File: config.mk
export PLATFORM = sky130hd
export DESIGN_NAME = gshare_bht
export DESIGN_NICKNAME = d
export VERILOG_FILES = /design/src/rtl/gshare_bht_pkg.sv /design/src/rtl/gshare_bht_sat_step.sv /design/src/rtl/gshare_bht.sv
export SDC_FILE = /design/constraint.sdc
export NUM_CORES = 1
export LEC_CHECK = 0
export CORE_UTILIZATION = 50
export CTS_BUF_LIST = sky130_fd_sc_hd__clkbuf_16
export CTS_CLUSTER_DIAMETER = 50
export CTS_CLUSTER_SIZE = 25
export DETAILED_ROUTE_END_ITERATION = 10
export HOLD_SLACK_MARGIN = 0.05
export PLACE_DENSITY = 0.76
export SYNTH_ARGS = -nofsm -noshare
export SYNTH_HDL_FRONTEND = slang
export SYNTH_HIERARCHICAL = 1
export SYNTH_SLANG_ARGS = --single-unit
File: constraint.sdc
create_clock -name clk -period 4 [get_ports clk]
set_input_delay 1.2 -clock clk [delete_from_list [all_inputs] [get_ports clk]]
set_output_delay 1.2 -clock clk [all_outputs]
set_load 0.05 [all_outputs]
File: src/rtl/gshare_bht_pkg.sv
// Shared definitions for the gshare branch history table: counter encodings
// and the index hash, so the resolve stage can rebuild the same index.
package gshare_bht_pkg;

   typedef enum logic [1:0] {
      CNT_SNT = 2'd0,
      CNT_WNT = 2'd1,
      CNT_WT  = 2'd2,
      CNT_ST  = 2'd3
   } bht_cnt_e;

   localparam int HASH_W = 32;

   // Word-aligned PC bits XOR zero-extended history, masked to idx_w bits.
   function automatic logic [HASH_W-1:0] bht_hash(input logic [HASH_W-1:0] pc,
                                                  input logic [HASH_W-1:0] hist,
                                                  input int                idx_w);
      logic [HASH_W-1:0] mask;
      mask = (HASH_W'(1) << idx_w) - HASH_W'(1);
      return ((pc >> 2) ^ hist) & mask;
   endfunction

endpackage

File: src/rtl/gshare_bht_sat_step.sv
// Combinational saturating step for one table counter; also exposes the
// prediction bit of the current (pre-update) value.
module bht_sat_step #(
   parameter int CNT_W = 2
) (
   input  logic [CNT_W-1:0] cnt,
   input  logic             taken,
   output logic [CNT_W-1:0] cnt_next,
   output logic             pred
);

   always_comb begin
      cnt_next = cnt;
      if (taken && (cnt != {CNT_W{1'b1}})) begin
         cnt_next = cnt + CNT_W'(1);
      end else if (!taken && (cnt != '0)) begin
         cnt_next = cnt - CNT_W'(1);
      end
      pred = cnt[CNT_W-1];
   end

endmodule

File: src/rtl/gshare_bht.sv
// gshare branch history table: registered lookup, counter training with
// global history shift on resolve, and a saturating misprediction counter.
module gshare_bht
   import gshare_bht_pkg::*;
#(
   parameter int PC_W   = 16,
   parameter int IDX_W  = 4,
   parameter int HIST_W = 4,
   parameter int CNT_W  = 2,
   parameter int STAT_W = 16
) (
   input  logic              clk,
   input  logic              reset,
   input  logic              lookup_valid,
   input  logic [PC_W-1:0]   lookup_pc,
   output logic              pred_valid,
   output logic              pred_taken,
   output logic [IDX_W-1:0]  pred_idx,
   input  logic              update_valid,
   input  logic [IDX_W-1:0]  update_idx,
   input  logic              update_taken,
   output logic [HIST_W-1:0] hist,
   output logic [STAT_W-1:0] mispred_count
);

   localparam int ENTRIES = 2 ** IDX_W;

   logic [CNT_W-1:0]  tbl [ENTRIES];
   logic [IDX_W-1:0]  lookup_idx;
   logic [CNT_W-1:0]  upd_cnt_next;
   logic              upd_pred;
   logic              mispredict;
   logic [HIST_W-1:0] hist_next;

   assign lookup_idx = IDX_W'(bht_hash(HASH_W'(lookup_pc), HASH_W'(hist), IDX_W));
   assign mispredict = upd_pred != update_taken;
   // Truncating the concatenation drops the oldest bit and also covers HIST_W=1.
   assign hist_next  = HIST_W'({hist, update_taken});

   bht_sat_step #(.CNT_W(CNT_W)) u_step (
      .cnt      (tbl[update_idx]),
      .taken    (update_taken),
      .cnt_next (upd_cnt_next),
      .pred     (upd_pred)
   );

   // Lookup reads the table and hist before this edge's update lands.
   always_ff @(posedge clk) begin
      if (reset) begin
         for (int i = 0; i < ENTRIES; i++) begin
            tbl[i] <= CNT_W'(CNT_SNT);
         end
         hist          <= '0;
         mispred_count <= '0;
         pred_valid    <= 1'b0;
         pred_taken    <= 1'b0;
         pred_idx      <= '0;
      end else begin
         pred_valid <= lookup_valid;
         if (lookup_valid) begin
            pred_idx   <= lookup_idx;
            pred_taken <= tbl[lookup_idx][CNT_W-1];
         end
         if (update_valid) begin
            tbl[update_idx] <= upd_cnt_next;
            hist            <= hist_next;
            if (mispredict && (mispred_count != {STAT_W{1'b1}})) begin
               mispred_count <= mispred_count + STAT_W'(1);
            end
         end
      end
   end

endmodule

### Word-level counts from Yosys, hierarchy flattened

Memory sizes are Yosys's and may differ from the RTL's. A register that Yosys moved wholly into a read port is not among the register bits.
Index checks and enable logic that the tools add are counted.

| cells by class | value |
|---|---|
| add/subtract/negate cells | 3 |
| multiply operators | 0 |
| div/mod/pow operators | 0 |
| order comparisons | 0 |
| equal/unequal tests | 3 |
| shift operators | 0 |
| muxes and demuxes | 10 |
| bitwise logic cells | 1 |
| reduce and logical (&&, ||, !) cells | 7 |

Operator list:

| kind | number |
|---|---|
| 16-bit by 1-bit adder with 16-bit output, second input constant | 1 |
| 16-bit inequality test, second input constant | 1 |
| 1-bit two-way mux | 6 |
| 2-bit two-way mux | 3 |
| 4-bit two-way mux | 1 |
| 4-bit XOR | 1 |
| 1-bit logical AND | 3 |
| 2-bit by 1-bit adder with 2-bit output, second input constant | 1 |
| 2-bit inequality test, second input constant | 1 |
| 2-bit AND reduction | 1 |
| 2-bit nonzero test | 1 |
| 2-bit OR reduction | 1 |
| 2-bit by 1-bit subtractor with 2-bit output, second input constant | 1 |
| 1-bit zero test | 1 |
| 1-bit inequality test | 1 |

| word-level totals | value |
|---|---|
| bits in registers | 25 |
| latch bits | 0 |
| RAM bits | 32 |
| bits in read-only memories | 0 |
| input port bits | 25 |
| memories kept | 1 |

Memory list:

| name | words | width | read ports | clocked after memory_dff | wr ports | RTL line | source |
|---|---|---|---|---|---|---|---|
| tbl | 16 | 2 | 2 | 1 | 16 | gshare_bht.sv:28 | `logic [CNT_W-1:0] tbl [ENTRIES];` |

### Depth between registers and ports, before layout

An unclocked memory read counts as a cell.

| logic depth | value |
|---|---|
| depth after elaboration | 6 |
| mapped depth | 9 |
| depth with buffers taken out | 7 |

### Modules after synthesis

Netlist, hierarchy kept.

By module, submodules not included:

| module | instances | cells each | area each (um2) |
|---|---|---|---|
| gshare_bht | 1 | 258 | 2936.6 |
| bht_sat_step | 1 | 8 | 67.6 |

### Worst setup path after synthesis

Ideal clock, no wire load.

| path | value |
|---|---|
| path type | input -> register |
| start | in update_idx[1] |
| end | reg mispred_count[9] |
| arrival | 3.534 ns |
| required time | 3.922 ns |
| setup slack | 0.388 ns |
| stages on the path | 9 |
| path through | buf_2 > mux4_2 > mux4_2 > buf_4 > xor2_1 > nand4_1 > a211oi_1 > a31oi_1 > nor3_1 |

| on the way | value |
|---|---|
| longest elaborated chain between the ends | 4 |

RTL lines:

| what | RTL line | source |
|---|---|---|
| start: declaration | gshare_bht.sv:20 | `input logic [IDX_W-1:0] update_idx,` |
| memory 16 x 2 bit | n/a |  |
| named net upd_pred | gshare_bht.sv:31 | `logic upd_pred;` |
| 1-bit inequality test | gshare_bht.sv:36 | `assign mispredict = upd_pred != update_taken;` |
| 1-bit logical AND | gshare_bht.sv:67 | `if (mispredict && (mispred_count != {STAT_W{1'b1}})) begin` |
| 2-bit AND reduction (no line) | n/a |  |
| end signal: assignment | gshare_bht.sv:68 | `mispred_count <= mispred_count + STAT_W'(1);` |
| end: declaration | gshare_bht.sv:23 | `output logic [STAT_W-1:0] mispred_count` |

The timed path passes the listed nets, and every way through them passes these cells.
A chain may end at the register's enable or synchronous reset.

### Worst setup path in the final report

| path | value |
|---|---|
| start | in update_idx[1] |
| end | reg mispred_count[4] |

| on the way | value |
|---|---|
| longest elaborated chain between the ends | 4 |

RTL lines:

| what | RTL line |
|---|---|
| memory 16 x 2 bit | n/a |
| 1-bit inequality test | gshare_bht.sv:36 |
| 1-bit logical AND | gshare_bht.sv:67 |
| 2-bit AND reduction (no line) | n/a |

Every way passes these cells.

==> metrics <==
outcome completed; CTS Buf Count 9; layout filler cell count between 400 and 500; hold slack 0.4871 ns; worst setup path start update_idx[1]; hold buffer count at cts 0; max cap viols 0; utilization after layout about two thirds; fraction of layout cells with a size suffix above 1 18.81%; Yosys top cell area share 31.99%; # H-tree levels 3; post-route insts no fill 391; setup TNS 0 ns; ys flop type edfxtp_1; CP cell instances clkdlybuf4s50_1 > buf_4 > mux4_2 > mux4_2 > xor2_1 > buf_4 > nand2_1 > a21o_1 > or3_1 > a21oi_1; Final Max Slew Viols 0; Synth Area per Inst roughly 11 um2; Pwr Density just over 400 nW/um2; Layout Skew 0.007242 ns; register bit total from synthesis a little under 60; endpoints failing setup 0; nets 342; placed insts 375; Max Clock Freq 0.2612 GHz; post-synthesis sequential area ratio 49.31%; die area 6322 um2; synth unique cells 39; Layout area overhead 26.16%; Setup crit start kind input pin; hold depth 2; clock buffer depth 2; post-CTS setup buffer count 0; drt first pass iters 4; Post-Synthesis Net Count 294; DR WL/cell 16.01 um; Hold Path Class reg2reg; largest net degree at the start of global routing 44; clock root buffer clkbuf_16; Yosys top cell by area edfxtp_1; Hold Path End pred_idx[1]; # diodes 0; Synth Instances 266; DRT iter0 DRCs 101; DP Worst Slack -0.1549 ns; initial antenna violation count 0; Static Leak 1.416 nW; core area 5642 um2; fin crit share 95.73%; Cell Area, Placed approximately 3500 um2; row count 27; PostCTS Resize Cnt 0; first-pass GRT wire length roughly 10 mm; total number of vias 2151; Peak supply drop 0.2629 mV; total global routing overflow 0; Yosys warning count 6; fin crit period 3.829 ns; final instance area 3790 um2; Tot Pwr 1.543 mW; synthesized cell area 3004 um2; CP Class in2reg; Hold Vio Cnt, Final 0; initial core utilization between 50% and 60%; register area ~1500 um2; reg2reg start tbl[3][1]; via density per instance 5.501; R2R depth 8; Skew-Pair Late Insertion Delay 0.32 ns; Clock Sink Count 58; final wirelength around 6.3 mm; Slew Limit Headroom 65.98%; max incr delay on CP 0.51 ns; # IOs 51; hpwl dp 4.366 mm; Worst Hold Launch pred_idx[1]; area of the multi-input gates 1433 um2; I/O Buffers 38; setup repair after global routing missed its margin no; vias in the first global route 2157; Reg-to-Reg End mispred_count[4]; gr usage total 22.52%; number of routed nets with antenna violations 0; Reg clk slew, reported paths roughly 0.050 ns; final worst-path setup slack 0.1709 ns; Die H 79.51 um; crit path DAT 4.08 ns; nature of the critical path endpoint flop; CP max stage cell mux4_2; placer congestion estimate 0.7749; asr flop ratio synth 0%; top cells by area, synth edfxtp_1 32%, dfxtp_1 17%, mux4_2 7.5%; drt drc 0; CTS tree built; worst-margin pin slew about 0.5 ns; R2R setup slack about 1.3 ns; EDFF count, synth 32; peak fanout along the critical path 7; CP Data Required Time about 4.3 ns; die span in x 79.51 um
## cell usage after synthesis (4+ instances only)
cell type,count
nor2_1,34
and2_1,33
edfxtp_1,32
dfxtp_1,26
or2_2,16
xnor2_1,13
clkbuf_1,11
mux4_2,10
a211oi_1,7
inv_1,7
mux2i_1,7
nand2_1,6
nand4_1,6
nor3_1,6
a21oi_1,5
mux4_1,4
nand2b_1,4
nor4_1,4
or3_1,4
## cells by family (layout without fill, tap and decap cells)
logic type                 after synthesis  count (layout)  synth area share [%]
AOI/OAI and AO/OA                       20              20                 4.498
xor gates and xnor gates                17              17                 5.206
adders and majority gates                3               3                 1.250
buffers and inverters                   22              75                 2.999
DFF                                     58              58                 49.31
muxes                                   22              22                 13.70
and+or+nand+nor                        124             124                 23.03
## report_power, final
| group | internal [mW] | total [mW] | switching [mW] |
|---|---|---|---|
| clock | 0.410 | 0.671 | 0.261 |
| combinational | 0.0936 | 0.210 | 0.116 |
| sequential | 0.650 | 0.662 | 0.0117 |
| total | 1.15 | 1.54 | 0.389 |
## critical path: cells and delay by family
family,cells,cell delay (ns)
compound gates,2,0.36
xor+xnor,1,0.28
buf+inv,3,0.79
mux,2,1.02
simple gates,2,0.41
## metal layers
| layer | wire [um] | track usage, % | share of wire [%] |
|---|---|---|---|
| met5 | 0 | 0 | 0 |
| met4 | 104 | 12.73 | 1.7 |
| met2 | 3140 | 35.90 | 50 |
| met3 | 261 | 4.571 | 4.2 |
| met1 | 2753 | 28.44 | 44 |
## cell type report
class                      count  area share, %
inverter                       7         0.6933
timing repair buffer          52          13.14
tap                           72          2.377
clock buffer                   9          5.943
clock inverter                 7         0.9574
multi-input combinational    186          37.80
sequential                    58          39.09
## cell usage in the layout, fill, tap and decap left out, types with 5 or more instances in the layout
cell type        synthesis  routed
clkdlybuf4s50_1          0      38
nor2_1                  34      34
and2_1                  33      33
edfxtp_1                32      32
dfxtp_1                 26      26
or2_2                   16      16
xnor2_1                 13      13
buf_4                    1      13
mux4_2                  10      10
clkbuf_16                0       9
inv_1                    7       7
a211oi_1                 7       7
mux2i_1                  7       7
nand2_1                  6       6
nor3_1                   6       6
nand4_1                  6       6
a21oi_1                  5       5
clkinv_2                 0       5
## state kept, by name, indices dropped and copies added (netlist names)
name and count:
tbl 32, mispred_count 16, hist 4, pred_idx 4, pred_taken 1, pred_valid 1
## worst max-delay path by stage
stage / to / cells after the start
after global routing: mispred_count[5] / 10
after detailed placement: mispred_count[5] / 10
final: mispred_count[4] / 10
after global placement: mispred_count[4] / 10
after floorplan: mispred_count[9] / 9
after CTS: mispred_count[4] / 10
No activity file was read; power rests on OpenSTA's default activity.
==> variant, RTL diff (same settings) <==
`STAT_W`: 16 -> 18.
--- a/src/rtl/gshare_bht.sv
+++ b/src/rtl/gshare_bht.sv
@@ -7,7 +7,7 @@
    parameter int IDX_W  = 4,
    parameter int HIST_W = 4,
    parameter int CNT_W  = 2,
-   parameter int STAT_W = 16
+   parameter int STAT_W = 18
 ) (
    input  logic              clk,
    input  logic              reset,
Ports: changed (resized mispred_count); port bits go from 51 to 53. No check against the original RTL was run, so the function may have changed too.
==> variant against the unedited design <==
Cell area is 7.6% higher. Synthesized cell count is 6.0% higher. Critical endpoint is now tbl[10][0]. Setup slack better by 140 ps. Wire length is 6.2% higher. Sequential power is 3% higher. Sequential cell count is 2 higher. Power is 15% higher. Highest routed layer unchanged. Synthesized area is 4.1% higher. Maximum frequency is 3.9% higher.
==> variant: results (changes against the unedited design) <==
fin area 4080 um2 (+7.6%); status finished, final reports clean; synthesized-area fraction occupied by adder cells 0.0120 (-0.000490); hold depth 2 (unchanged); largest registers tbl: 32 flops, mispred_count: 18 flops; Post-DP HPWL 4620 um (+5.9%); Initial DRC Count 126 (+25%); Int Power 1370 uW (+19%); Final nets 365 (+6.7%); compound-cell area share of the yosys netlist 0.0412 (-0.00376); Worst Clk Skew 7.95 ps (+0.709 ps); post-synthesis cell type count 40 (+2.6%); GR met1 Demand/Resource 0.296 (+0.0113); Inst Count DP 400 (+6.7%); number of cells on the worst reg-to-reg path 9 (+1); share of cells above drive strength 1 0.199 (+0.0107); relative slew slack 0.595 (-0.0650); GRT Overall Usage 0.227 (+0.00225); via count 2,318 (+7.8%); Clk. pwr 874 uW (+30%); Non-clk bufs 59 (+13%); Multi-In Gates 201 (+8.1%); sequential cells 60 (+3.4%); sequential share of the synthesized area 0.487 (-0.00653); Post-synth EDFFs 32 (unchanged); clk tree area frac 0.0835 (+0.0145); vias per cell 5.56 (+1.0%); synth top area cells edfxtp_1 31%, dfxtp_1 18%, mux4_2 7.2%; Reg2Reg Setup Slack 1260 ps (-40 ps); met2 Use GR 0.355 (-0.00351); crit-path max FO 16 (+9); register area 1520 um2 (+2.7%); Sw Ratio 0.225 (-0.0269); Port Buf Inserts 40 (+5.3%); overall routed net length 6650 um (+6.2%); buffering overhead 0.136 (+0.00427); fraction of area in multi-input gates 0.379 (+0.00105); number of global-route vias before repair 2,237 (+3.7%); Synthesized Nets 310 (+5.4%); Synth Flop Type edfxtp_1; leakage 0.00153 uW (+8.2%); placer's final routability congestion estimate 0.825 (+6.4%); global-route wire length before repair 10,700 um (+2.8%); Non-clock inverters 6 (-1); Commonest cells post-synth 40 x nor2_1, 34 x and2_1, 32 x edfxtp_1, 28 x dfxtp_1; Reg power frac 0.385 (-0.044); clock buffers 9 (unchanged); global-route met3 utilization 0.0483 (+0.00260); Filler Cells Inserted 435 (+3.6%); DP Area 3690 um2 (+4.7%); crit path DAT 3770 ps (-310 ps); Synth Area in XOR/XNOR 0.0612 (+0.00916); syn_area_per_cell 11.1 um2 (-1.8%); worst ir drop on vdd 0.388 mV (+48%); largest net degree at the start of global routing 47 (+6.8%); CP top delay family multiplexers; post-synthesis mux area share 0.138 (+0.000629)
-- variant: metal layers --
| layer | share of wire | routed length (um) |
|---|---|---|
| met3 | 0.051 | 336 |
| met5 | 0 | 0 |
| met4 | 0.019 | 127 |
| met1 | 0.45 | 2980 |
| met2 | 0.48 | 3200 |
-- variant: worst paths after layout --
kind | start | end
setup / recovery | update_idx[0] | tbl[10][0]
hold / removal | pred_idx[2] | pred_idx[2]
setup reg to reg | tbl[7][1] | mispred_count[14]
hold reg to reg | pred_idx[2] | pred_idx[2]
-- variant: stage by stage --
stage / setup slack [ps] / utilization / hold WS [ps]
5_1_grt: 201 / 0.680 / 502
4_1_cts: 101 / 0.673 / 490
3_3_place_gp: -193 / 0.617 / 473
6_report: 315 / 0.680 / 484
2_1_floorplan: 134 / - / 703
3_5_place_dp: -203 / 0.617 / 481
-- variant: timing repair --
action / CTS / global route
resized for setup: 0 / 7
hold buffers: 0 / 0
setup buffers: 0 / 1
setup endpoints to repair: 0 / 4
